`src/rtl/stream_demux2.sv`:
```
// 1-to-2 packet demultiplexer: steers a valid/ready stream to channel A or B, locking
// the destination per packet, with a one-entry register stage per output. Optional
// per-channel delivered-packet counters under DEMUX_STATS_EN.
module stream_demux2 #(
    parameter int DW = 8
) (
    input  logic          clk,
    input  logic          rst_n,
    input  logic          in_valid,
    output logic          in_ready,
    input  logic [DW-1:0] in_data,
    input  logic          in_sel,
    input  logic          in_last,
    output logic          a_valid,
    input  logic          a_ready,
    output logic [DW-1:0] a_data,
    output logic          a_last,
    output logic          b_valid,
    input  logic          b_ready,
    output logic [DW-1:0] b_data,
    output logic          b_last,
    output logic          busy
`ifdef DEMUX_STATS_EN
    ,
    output logic [15:0]   pkt_cnt_a,
    output logic [15:0]   pkt_cnt_b
`endif
);

    typedef enum logic [1:0] {IDLE, PKT_A, PKT_B} state_e;

    state_e               state_q, state_d;
    logic                 dest;
    logic                 acc;
    logic [1:0]           acc_ch;
    logic [1:0]           rdy;
    logic [1:0]           vld_q;
    logic [1:0]           last_q;
    logic [1:0][DW-1:0]   data_q;

    assign rdy = {b_ready, a_ready};

    // Destination is taken from in_sel only while no packet is open.
    always_comb begin
        dest = in_sel;
        case (state_q)
            PKT_A:   dest = 1'b0;
            PKT_B:   dest = 1'b1;
            default: dest = in_sel;
        endcase
    end

    assign in_ready = ~vld_q[dest] | rdy[dest];
    assign acc      = in_valid & in_ready;
    assign acc_ch   = {acc & dest, acc & ~dest};

    always_comb begin
        state_d = state_q;
        case (state_q)
            IDLE:    if (acc && !in_last) state_d = in_sel ? PKT_B : PKT_A;
            PKT_A,
            PKT_B:   if (acc && in_last) state_d = IDLE;
            default: state_d = IDLE;
        endcase
    end

    always_ff @(posedge clk or negedge rst_n) begin
        if (!rst_n) state_q <= IDLE;
        else        state_q <= state_d;
    end

    // Output stages: a load wins over a drain, so simultaneous drain+accept reloads.
    always_ff @(posedge clk or negedge rst_n) begin
        if (!rst_n) begin
            vld_q  <= '0;
            last_q <= '0;
            data_q <= '0;
        end else begin
            for (int c = 0; c < 2; c++) begin
                if (acc_ch[c]) begin
                    vld_q[c]  <= 1'b1;
                    data_q[c] <= in_data;
                    last_q[c] <= in_last;
                end else if (vld_q[c] && rdy[c]) begin
                    vld_q[c]  <= 1'b0;
                end
            end
        end
    end

    assign a_valid = vld_q[0];
    assign a_data  = data_q[0];
    assign a_last  = last_q[0];
    assign b_valid = vld_q[1];
    assign b_data  = data_q[1];
    assign b_last  = last_q[1];
    assign busy    = (state_q != IDLE);

`ifdef DEMUX_STATS_EN
    logic [1:0][15:0] cnt_q;

    always_ff @(posedge clk or negedge rst_n) begin
        if (!rst_n) begin
            cnt_q <= '0;
        end else begin
            for (int c = 0; c < 2; c++)
                if (vld_q[c] && rdy[c] && last_q[c] && cnt_q[c] != 16'hFFFF)
                    cnt_q[c] <= cnt_q[c] + 16'd1;
        end
    end

    assign pkt_cnt_a = cnt_q[0];
    assign pkt_cnt_b = cnt_q[1];
`endif

endmodule
```
`config.mk`:
```
export PLATFORM = sky130hd
export DESIGN_NAME = stream_demux2
export DESIGN_NICKNAME = d
export VERILOG_FILES = /design/src/rtl/stream_demux2.sv
export SDC_FILE = /design/constraint.sdc
export NUM_CORES = 1
export LEC_CHECK = 0
export CORE_MARGIN = 1.5
export CORE_UTILIZATION = 25
export DETAILED_ROUTE_END_ITERATION = 6
export PLACE_DENSITY_LB_ADDON = 0.08
export REMOVE_ABC_BUFFERS = 1
export SYNTH_ARGS = -nofsm -noshare
export SYNTH_HDL_FRONTEND = slang
export SYNTH_SLANG_ARGS = --single-unit
```
`constraint.sdc`:
```
create_clock -name clk -period 1.7 [get_ports clk]
set_input_delay 0.255 -clock clk [delete_from_list [all_inputs] [get_ports clk]]
set_output_delay 0.255 -clock clk [all_outputs]
set_load 0.1 [all_outputs]
```
==> Yosys cells after proc, flatten, opt, wreduce, memory -nomap -nowiden <==
Cells that the tools add are included.
{ "totals": {"input_bits": 15, "wordCells": 42, "regBits": 22, "out_inout_bits": 22} }
{ "classes": {"reduce_logical": 11, "order_cmp": 1, "n_bitwise": 6, "muxes": 13, "n_eq_ne": 4} }
{ "op_table": {"columns": ["cell", "count"], "rows": [
  ["1-bit two-way mux", 8],
  ["2-bit two-way mux", 3],
  ["2-bit nonzero test", 3],
  ["1-bit logical AND", 4],
  ["2-bit != test, second input constant", 2],
  ["2-bit one-hot mux with 2 select lines", 1],
  ["1-bit bitwise AND", 3],
  ["2-bit by 1-bit equality test with 1-bit output, second input constant", 1],
  ["2-bit equality test, second input constant", 1],
  ["2-bit logical NOT", 1],
  ["1-bit by 2-bit < comparator with 1-bit output, second input constant", 1],
  ["1-bit NOT", 2],
  ["1-bit one-hot mux with 2 select lines", 1],
  ["2-bit AND reduction", 1],
  ["2-bit OR reduction", 1],
  ["1-bit logical NOT", 1],
  ["1-bit OR", 1]
]} }

==> Depth between registers and ports, before layout <==
Gate-level depths: netlist of run 1.
{ "depth": {"ltp_word": 10, "depth_mapped": 6, "ltp_nobuf": 6} }

==> Least setup slack after synthesis of run 1 <==
Ideal clock, no wire load.
{ "synth_path": {"path_kind": "flip-flop to flip-flop", "start": "register vld_q[0]", "end": "register state_q[1]", "required_time_ns": 1.593, "stages_incl_launch_ff": 5, "slack_ns": -0.380, "path_buffers": 0, "synth_period_minus_slack_ns": 2.080, "t_arrival_ns": 1.973, "setup_ns": 0.107, "cell_sequence": "dfrtp_1 -> nand2b_1 -> mux2_4 -> and2_4 -> o311ai_2"} }
{ "synth_between": {"elab_chain_len": 8, "elab_cells_between_ends": 10} }
{ "synth_lines": {"columns": ["item", "line", "source"], "rows": [
  ["from (decl)", "37", "logic [1:0] vld_q;"],
  ["from (signal assigned)", "75", "vld_q <= '0;"],
  ["from (signal, indexed assignment)", "81", "vld_q[c] <= 1'b1;"],
  ["from (signal, indexed assignment)", "85", "vld_q[c] <= 1'b0;"],
  ["1-bit two-way mux (implied by the code) * (2 in series)", "53", "assign in_ready = ~vld_q[dest] | rdy[dest];"],
  ["1-bit NOT *", "53", null],
  ["1-bit OR *", "53", null],
  ["via in_ready", "10", "output logic in_ready,"],
  ["1-bit bitwise AND *", "54", "assign acc = in_valid & in_ready;"],
  ["1-bit logical AND (on tied branches)", "62, 60", null],
  ["2-bit != test (no source line)", null, null],
  ["2-bit AND reduction (no source line) *", null, null],
  ["to (signal assigned)", "69", "else state_q <= state_d;"],
  ["to (decl)", "32", "state_e state_q, state_d;"]
]} }
Mark *: on every way through the listed nets, which the timed path passes. The rest lies on a longest branch. The select of a mux whose other input is x is not followed.
A chain may end at the register's enable or synchronous reset.

==> Worst setup path in the final report of run 1 <==
{ "layout_path": {"start": "register state_q[1]", "end": "output port in_ready"} }
{ "layout_between": {"elab_chain_len": 6, "elab_cells_between_ends": 9} }
{ "layout_lines": {"columns": ["item", "line", "source"], "rows": [
  ["2-bit equality test or 2-bit by 1-bit equality test with 1-bit output (tied branches)", "46", "case (state_q)"],
  ["1-bit one-hot mux with 2 select lines *", "46", null],
  ["1-bit two-way mux (implied by the code) (2 in series)", "53", null],
  ["1-bit NOT", "53", null],
  ["1-bit OR *", "53", null],
  ["to (decl)", "10", null]
]} }
Mark *: on every way between the ends. The rest lies on a longest branch, timed or not. The select of a mux whose other input is x is not followed.

==> flow_results.org, run 1 <==
** Run status
- The run finished, with violations left.
- The final reports fail on setup timing.

** Critical path
- Along the worst path, the maximum fanout reaches 2.
- For the worst flop-to-flop path, the logic depth is 9.
- The startpoint identified for the worst register-to-register timing path is state_q[0].
- Critical path destination :: in_ready
- Worst r2r dst :: a_data[7]
- The most critical setup path has its startpoint at state_q[1].
- By startpoint and endpoint, the worst setup path is classified as reg2out.
- STA classifies the critical path startpoint as a flop.
- The worst register-to-register path has a setup slack of -0.23 ns.
- Largest stage delay on the critical path :: 0.36 ns
- Cell-by-cell listing of the critical path :: inv_2, ha_4, mux2i_4, mux2_4, buf_12
- The slowest stage of the critical path belongs to the cell sky130_fd_sc_hd__dfrtp_1.
- Endpoint class of the critical path :: output port
- Arrival time of data at the critical path endpoint :: 1.71 ns
- At the worst endpoint, the required time is 1.44 ns.

** Clock tree
- Clk pin slew, worst setup/hold paths :: 0.08 ns
- Clock buffer depth :: 2
- Clock Sink Count :: 22
- Root Buffer :: sky130_fd_sc_hd__clkbuf_8
- TritonCTS Buffers :: 3
- TritonCTS built the clock tree.
- In this run the number of H-tree levels came out at 1.
- Skew-Pair Late Insertion Delay :: 0.26 ns
- After clock tree synthesis, the flow added hold-fix buffers numbering 0.

** Global routing
- Entering global routing, the biggest net connects 23 pins.
- The first global-routing pass estimated 3660 um of wire.
- The number of global-route vias before repair was 804.
- Global routing used 11.4% of the available tracks across all layers.
- The number of antenna violations at the first check in global routing was 0.
- For this run the aggregate overflow at the end of global routing stands at 0.

** STA
- Final period demand of the worst path :: 1.96 ns
- Clock Skew :: 0.00550 ns
- Across all setup checks in the final design, the least slack found is -0.261 ns.
- Setup repair after global routing could not meet its margin everywhere.
- Upper clock frequency limit :: 0.510 GHz
- The hold violation total from the final report is 0.
- Max_slew headroom :: 80.1%
- Final Max Tran Viols :: 0
- Setup violations remaining at the end of the flow were counted as 21.
- Transition time of the tightest slew-check pin :: 0.296 ns
- The final critical path takes up 115% of the cycle.

** Logic synthesis
- In the synthesized netlist the async set-or-reset flop fraction comes to 100%.
- In this run, synthesis produced a sequential element count of 22.
- Sequential element share of the synthesized area :: 56.6%
- Area of the mapped netlist :: 973 um2
- The share of synthesized area in the top cell type comes to 56.6%.
- Mean cell area of the mapped netlist :: 14.7 um2
- Yosys printed 0 warnings.
- Leading register cell type out of synthesis :: sky130_fd_sc_hd__dfrtp_1
- After synthesis, the netlist uses 18 different library cells.
- Yosys instantiated no cell more often than sky130_fd_sc_hd__dfrtp_1.
- Dominant cells by area after synthesis :: sky130_fd_sc_hd__dfrtp_1, sky130_fd_sc_hd__mux2_2, sky130_fd_sc_hd__o311ai_4
- Post-synthesis instance total :: 66
- Post-synth top cells :: sky130_fd_sc_hd__dfrtp_1, sky130_fd_sc_hd__mux2_2, sky130_fd_sc_hd__inv_1, sky130_fd_sc_hd__nand2_1
- Cell type with the largest total area after synthesis :: sky130_fd_sc_hd__dfrtp_1
- Number of enable-type register cells in the synthesized netlist :: 0

** Final layout
- Ant diodes :: 0
- Summing all non-filler instances in the final layout gives an area of 1880 um2.
- Number of nets in the finished design :: 139
- Share of layout cells above drive strength 1 :: 60.3%
- Area grow syn2layout :: 93.3%

** Floorplan
- The core region is 3690 um2.
- During I/O placement, the number of pins put on the boundary was 37.
- Starting Density :: 26.4%
- From left edge to right edge, the die measures 65.4 um.
- In this run the vertical extent of the chip is 65.4 um.
- Die area :: 4280 um2
- In this run the core area contains 22 standard-cell rows.

** Worst hold path
- The tightest min-delay check is of the in2async type.

** Routing
- For this run, design rule violations remaining after detail routing come to 0.
- Via density per instance :: 4.24
- For this run, the detailed router's first-pass iteration total came to 2.
- For this block, the via count after detailed routing is 717.
- Drt total wl :: 2200 um
- Number of nets with antenna violations after detailed routing :: 0
- Iteration-0 DRC count of the detailed router :: 32
- Routed WL per cell :: 13.0 um

** Place
- IO Port Bufs :: 36
- The congestion estimate from routability-driven global placement came to 0.705.
- Instance area after placement :: 1700 um2
- Post-detail-place hpwl :: 1660 um

** Flow run
- Max-cap violations :: 0
worst min path at each step:
stage	from	endpoint	slack, ns	cells after the start
after CTS	rst_n	a_data[3]	0.34	2
final	rst_n	b_data[3]	0.34	2
after detailed placement	a_data[2]	a_data[2]	0.56	1
after global routing	rst_n	b_data[3]	0.36	2
after floorplan	rst_n	a_data[0]	-0.04	0
after global placement	a_data[5]	a_data[5]	0.56	1
metrics by stage:
step                setup TNS (ns)  setup WS [ns]  utilization (%)  hold slack [ns]  instances
detailed placement           -2.59         -0.147             46.0            0.560        161
global placement             -1.58        -0.0919             46.0            0.556        161
finish                       -4.25         -0.261             51.0            0.341        169
CTS                          -2.41         -0.273             50.0            0.344        168
global route                 -5.92         -0.341             51.0            0.356        169
floorplan                    -4.32         -0.380                -          -0.0406         65
flip-flops by register name, summed over array words and instances, names as in the netlist:
name,count
last_q,2
a_data,8
vld_q,2
state_q,2
b_data,8
area by class of cell:
| cell class | count | area [um2] |
|---|---|---|
| Inverter | 3 | 11.3 |
| Clock buffer | 3 | 41.3 |
| Fill cell | 334 | 1810 |
| Multi-Input combinational cell | 40 | 469 |
| Sequential cell | 22 | 551 |
| Timing Repair Buffer | 52 | 719 |
| Clock inverter | 1 | 30.0 |
| Tap cell | 48 | 60.1 |
placed cells by master (no fill, tap or decap):
cell,instances
sky130_fd_sc_hd__mux2i_1,1
sky130_fd_sc_hd__ha_4,2
sky130_fd_sc_hd__nand3b_1,1
sky130_fd_sc_hd__and2_4,1
sky130_fd_sc_hd__nand2_2,1
sky130_fd_sc_hd__clkbuf_8,3
sky130_fd_sc_hd__buf_12,22
sky130_fd_sc_hd__o311ai_4,2
sky130_fd_sc_hd__nor2_1,1
sky130_fd_sc_hd__inv_2,2
sky130_fd_sc_hd__inv_1,1
sky130_fd_sc_hd__nand2b_1,2
sky130_fd_sc_hd__mux2_2,16
sky130_fd_sc_hd__and2b_2,2
sky130_fd_sc_hd__nand3_4,1
sky130_fd_sc_hd__clkdlybuf4s50_1,14
sky130_fd_sc_hd__bufinv_16,1
sky130_fd_sc_hd__mux2i_4,1
sky130_fd_sc_hd__nand4_1,2
sky130_fd_sc_hd__buf_6,3
sky130_fd_sc_hd__nand2_1,2
sky130_fd_sc_hd__mux2_4,3
sky130_fd_sc_hd__buf_8,1
sky130_fd_sc_hd__buf_4,12
sky130_fd_sc_hd__o211ai_1,2
sky130_fd_sc_hd__dfrtp_1,22
critical path: cells and delay by family (launching register included):
family                     cells  cell delay (ns)
adders and majority gates      1             0.28
buffers and inverters          2             0.23
DFF                            1             0.36
muxes                          2             0.57
what timing repair did:
action,CTS,global route
pin swaps,0,0
setup buffers,3,1
resized for setup,11,6
setup endpoints to repair,21,21
kinds of logic (layout without fill, tap and decap cells):
family                   after synthesis  after routing  synth area share, %
flip-flops                            22             22                 56.6
multiplexers                          21             21                 24.4
AND/OR/NAND/NOR                       13             13                 8.61
AO/OA/AOI/OAI                          4              4                 5.91
buffers and inverters                  4             59                 1.93
adder cells (fa/ha/maj)                2              2                 2.57
metal layers:
metal  wire, um  GRT usage [%]  share of wire, %
met2       1150           20.0                52
met5          0              0                 0
met1        916           13.3                42
met4         13           3.13              0.59
met3        120           3.60               5.4
Power of run 1 is left out: the tool's default activity adds up to more than one toggle a clock period on the data nets, which glitch-free logic cannot reach.
==> run 2: changes to the inputs <==
--- a/config.mk
+++ b/config.mk
@@ -5,11 +5,14 @@
 export SDC_FILE = /design/constraint.sdc
 export NUM_CORES = 1
 export LEC_CHECK = 0
+export CAP_MARGIN = 15
 export CORE_MARGIN = 1.5
 export CORE_UTILIZATION = 25
+export CTS_CLUSTER_DIAMETER = 200
 export DETAILED_ROUTE_END_ITERATION = 6
 export PLACE_DENSITY_LB_ADDON = 0.08
 export REMOVE_ABC_BUFFERS = 1
+export SLEW_MARGIN = 0
 export SYNTH_ARGS = -nofsm -noshare
 export SYNTH_HDL_FRONTEND = slang
 export SYNTH_SLANG_ARGS = --single-unit
==> results of run 2 <==
Final layout, timing and power as in run 1 (identical DEF).
Power of run 2 is left out for the same reason.
==> run 3: changes to the inputs <==
--- a/config.mk
+++ b/config.mk
@@ -12,7 +12,8 @@
 export DETAILED_ROUTE_END_ITERATION = 6
 export PLACE_DENSITY_LB_ADDON = 0.08
 export REMOVE_ABC_BUFFERS = 1
-export SLEW_MARGIN = 0
+export SETUP_SLACK_MARGIN = 0.4
+export SLEW_MARGIN = 20
 export SYNTH_ARGS = -nofsm -noshare
 export SYNTH_HDL_FRONTEND = slang
 export SYNTH_SLANG_ARGS = --single-unit
==> run 3 against run 2 <==
  * The run still ends with setup timing left
  * First-iteration DRC count up 41%
  * Sequential share of layout area shrank 0.40 points
  * Register-to-register slack barely moved
  * Routed wire length increased by 1.5%
  * Via count grew 1.8%
  * Hold slack gained 0.0040 ns
  * Critical endpoint unchanged
==> flow_results.org, run 3 (synthesized netlist as in run 1, its figures left out) <==
** Critical path
- Number of buffers and inverters on the critical path :: 2 (unchanged)
- The reg-to-reg critical path startpoint was state_q[0] (unchanged).
- Setup slack on the worst flop-to-flop path :: -0.23 ns (about the same)
- The endpoint of the worst-slack reg-to-reg timing path was a_data[7] (unchanged).
- The cell type group with the largest total delay on the critical path was multiplexers (unchanged).
- Cell-by-cell listing of the critical path: inv_2, ha_4, mux2i_4, mux2_4, buf_12 (unchanged).
- Setup Crit Path Kind :: reg2out (unchanged)
- The critical path's slowest cell was sky130_fd_sc_hd__dfrtp_1 (unchanged).
- CP Data Required Time :: 1.44 ns (about the same)
- Largest stage delay on the critical path :: 0.37 ns (was 0.36 ns)
- Number of cells traversed by the worst register-to-register path :: 9 (unchanged)
- The critical path capture point type was an output port (unchanged).
- The arrival time at the worst endpoint came to 1.71 ns (about the same).
- Critical path peak fanout :: 2 (unchanged)
- Critical path startpoint category :: flop (unchanged)

** Global routing
- The global-route track usage on met3 was 3.60% (unchanged).
- Met1 track demand over resource :: 13.6% (was 13.3%)
- Global-route met2 utilization :: 20.2% (was 20.0%)
- The total congestion overflow after global routing is 0 (unchanged).
- The number of global-route vias before repair is 817 (was 804).
- The all-layer global routing usage came to 11.5% (was 11.4%).
- The first-pass GRT wire length was 3700 um (was 3660 um).
- Pin count of the biggest net entering global routing :: 23 (unchanged)
- Antenna violations before repair :: 0 (unchanged)
- Global-route layer with the greatest usage :: met2 (unchanged)

** Final layout
- Area grow syn2layout :: 96.0% (was 93.3%)
- Ant diodes :: 0 (unchanged)
- Share of layout cells above drive strength 1 :: 62.1% (was 60.3%)
- Highest-count cells in the layout ignoring fill and taps: sky130_fd_sc_hd__dfrtp_1, sky130_fd_sc_hd__buf_12, sky130_fd_sc_hd__mux2_2 (unchanged).
- Number of nets in the finished design :: 142 (was 139)

** Floorplan
- The top-level port count is 37 (unchanged).
- The chip height is 65.4 um (unchanged).
- The area of the core came to 3690 um2 (unchanged).
- The width of the die came to 65.4 um (unchanged).
- The total die area is 4280 um2 (unchanged).
- Placement row count :: 22 (unchanged)
- Starting Density :: 26.4% (unchanged)

** Routing
- The residual DRC count came to 0 (unchanged).
- The iteration-0 DRC count of the detailed router was 45 (was 32).
- The aggregate routed wire length is 2240 um (was 2200 um).
- Via density per instance :: 4.24 (about the same)
- Number of nets with antenna violations after detailed routing :: 0 (unchanged)
- Pre-Repair DR Iteration Count :: 2 (unchanged)
- The via total after detailed routing came to 730 (was 717).
- Routed WL per cell :: 13.0 um (about the same)

** Clock tree
- Clk pin slew, worst setup/hold paths :: 0.08 ns (about the same)
- The source-to-sink clock delay at the later pin of the worst-skew pair is 0.26 ns (about the same).
- CTS tree :: yes (unchanged)
- The clock sink count was 22 (unchanged).
- TritonCTS Buffers :: 3 (unchanged)
- The buffer depth of the longest clock path was 2 (unchanged).
- The hold buffer count at CTS is 0 (unchanged).
- The root buffer cell is sky130_fd_sc_hd__clkbuf_8 (unchanged).
- The number of H-tree branching levels came to 1 (unchanged).

** Place
- The post-place setup slack is -0.147 ns (unchanged).
- Post-detail-place hpwl :: 1660 um (unchanged)
- The number of buffers inserted by port buffering is 36 (unchanged).
- Last weighted congestion value of the routability-driven placer :: 0.705 (unchanged)

** STA
- Setup ws final :: -0.260 ns (was -0.261 ns)
- Setup-violating endpoint count in the final report :: 21 (unchanged)
- The final-layout worst hold slack was 0.345 ns (was 0.341 ns).
- The post-layout minimum cycle time was 1.96 ns (about the same).
- Unrepaired setup endpoints after global routing :: yes (unchanged)
- The hold violation total from the final report was 0 (unchanged).
- Max_slew headroom :: 80.6% (was 80.1%)
- The fraction of the cycle the final worst path needs came to 115% (about the same).
- Transition time of the tightest slew-check pin :: 0.289 ns (was 0.296 ns)
- The highest attainable clock frequency was 0.510 GHz (about the same).
- The setup skew after layout came to 0.00599 ns (was 0.00550 ns).
- The max-slew violation total from the final report was 0 (unchanged).

** Run status
- Failing checks :: setup timing (unchanged)
- Status :: complete, but fails checks (unchanged)

** Flow run
- Max-cap violations :: 0 (unchanged)

** Worst hold path
- The worst min-delay path category is in2async (unchanged).
run 3: changes by cell type in the layout (fill, tap and decap cells not counted):
cell,change
sky130_fd_sc_hd__clkinvlp_4,+1
sky130_fd_sc_hd__buf_4,+3
sky130_fd_sc_hd__inv_1,-1
run 3: through the flow:
stage | TNS, ns | util, % | cells | cell area [um2]
after CTS | -2.41 | 50.5 | 170 | 1860
after global routing | -5.91 | 51.7 | 172 | 1910
after detailed placement | -2.59 | 46.0 | 161 | 1700
after floorplan | -4.32 | - | 65 | 966
final | -4.24 | 51.7 | 172 | 1910
after global placement | -1.58 | 46.0 | 161 | 1700
run 3: area by class of cell:
type | count | area (um2)
Fill cell | 331 | 1780
Timing Repair Buffer | 55 | 742
Sequential cell | 22 | 551
Multi-Input combinational cell | 40 | 469
Tap cell | 48 | 60.1
Clock buffer | 3 | 41.3
Clock inverter | 1 | 30.0
Inverter | 3 | 15.0
run 3: worst max path at each step:
| stage | start | cells past startpoint | end |
|---|---|---|---|
| after floorplan | vld_q[0] | 4 | state_q[1] |
| after global placement | state_q[0] | 6 | state_q[1] |
| after detailed placement | state_q[0] | 6 | state_q[0] |
| after CTS | state_q[0] | 5 | in_ready |
| after global routing | state_q[0] | 5 | in_ready |
| final | state_q[0] | 5 | in_ready |
run 3: what timing repair did:
item                                    CTS  global route
resized for setup                        12             6
pin swaps                                 0             0
endpoints found under the setup margin   24            24
setup buffers                             5             2
run 3: layer usage:
| layer | vias up | wire [um] | part of all wire [%] |
|---|---|---|---|
| li1 | 350 | - | - |
| met1 | 359 | 921 | 41 |
| met2 | 19 | 1180 | 53 |
| met3 | 2 | 120 | 5.4 |
| met4 | 0 | 13 | 0.58 |
| met5 | - | 0 | 0 |
Power of run 3 is left out for the same reason.
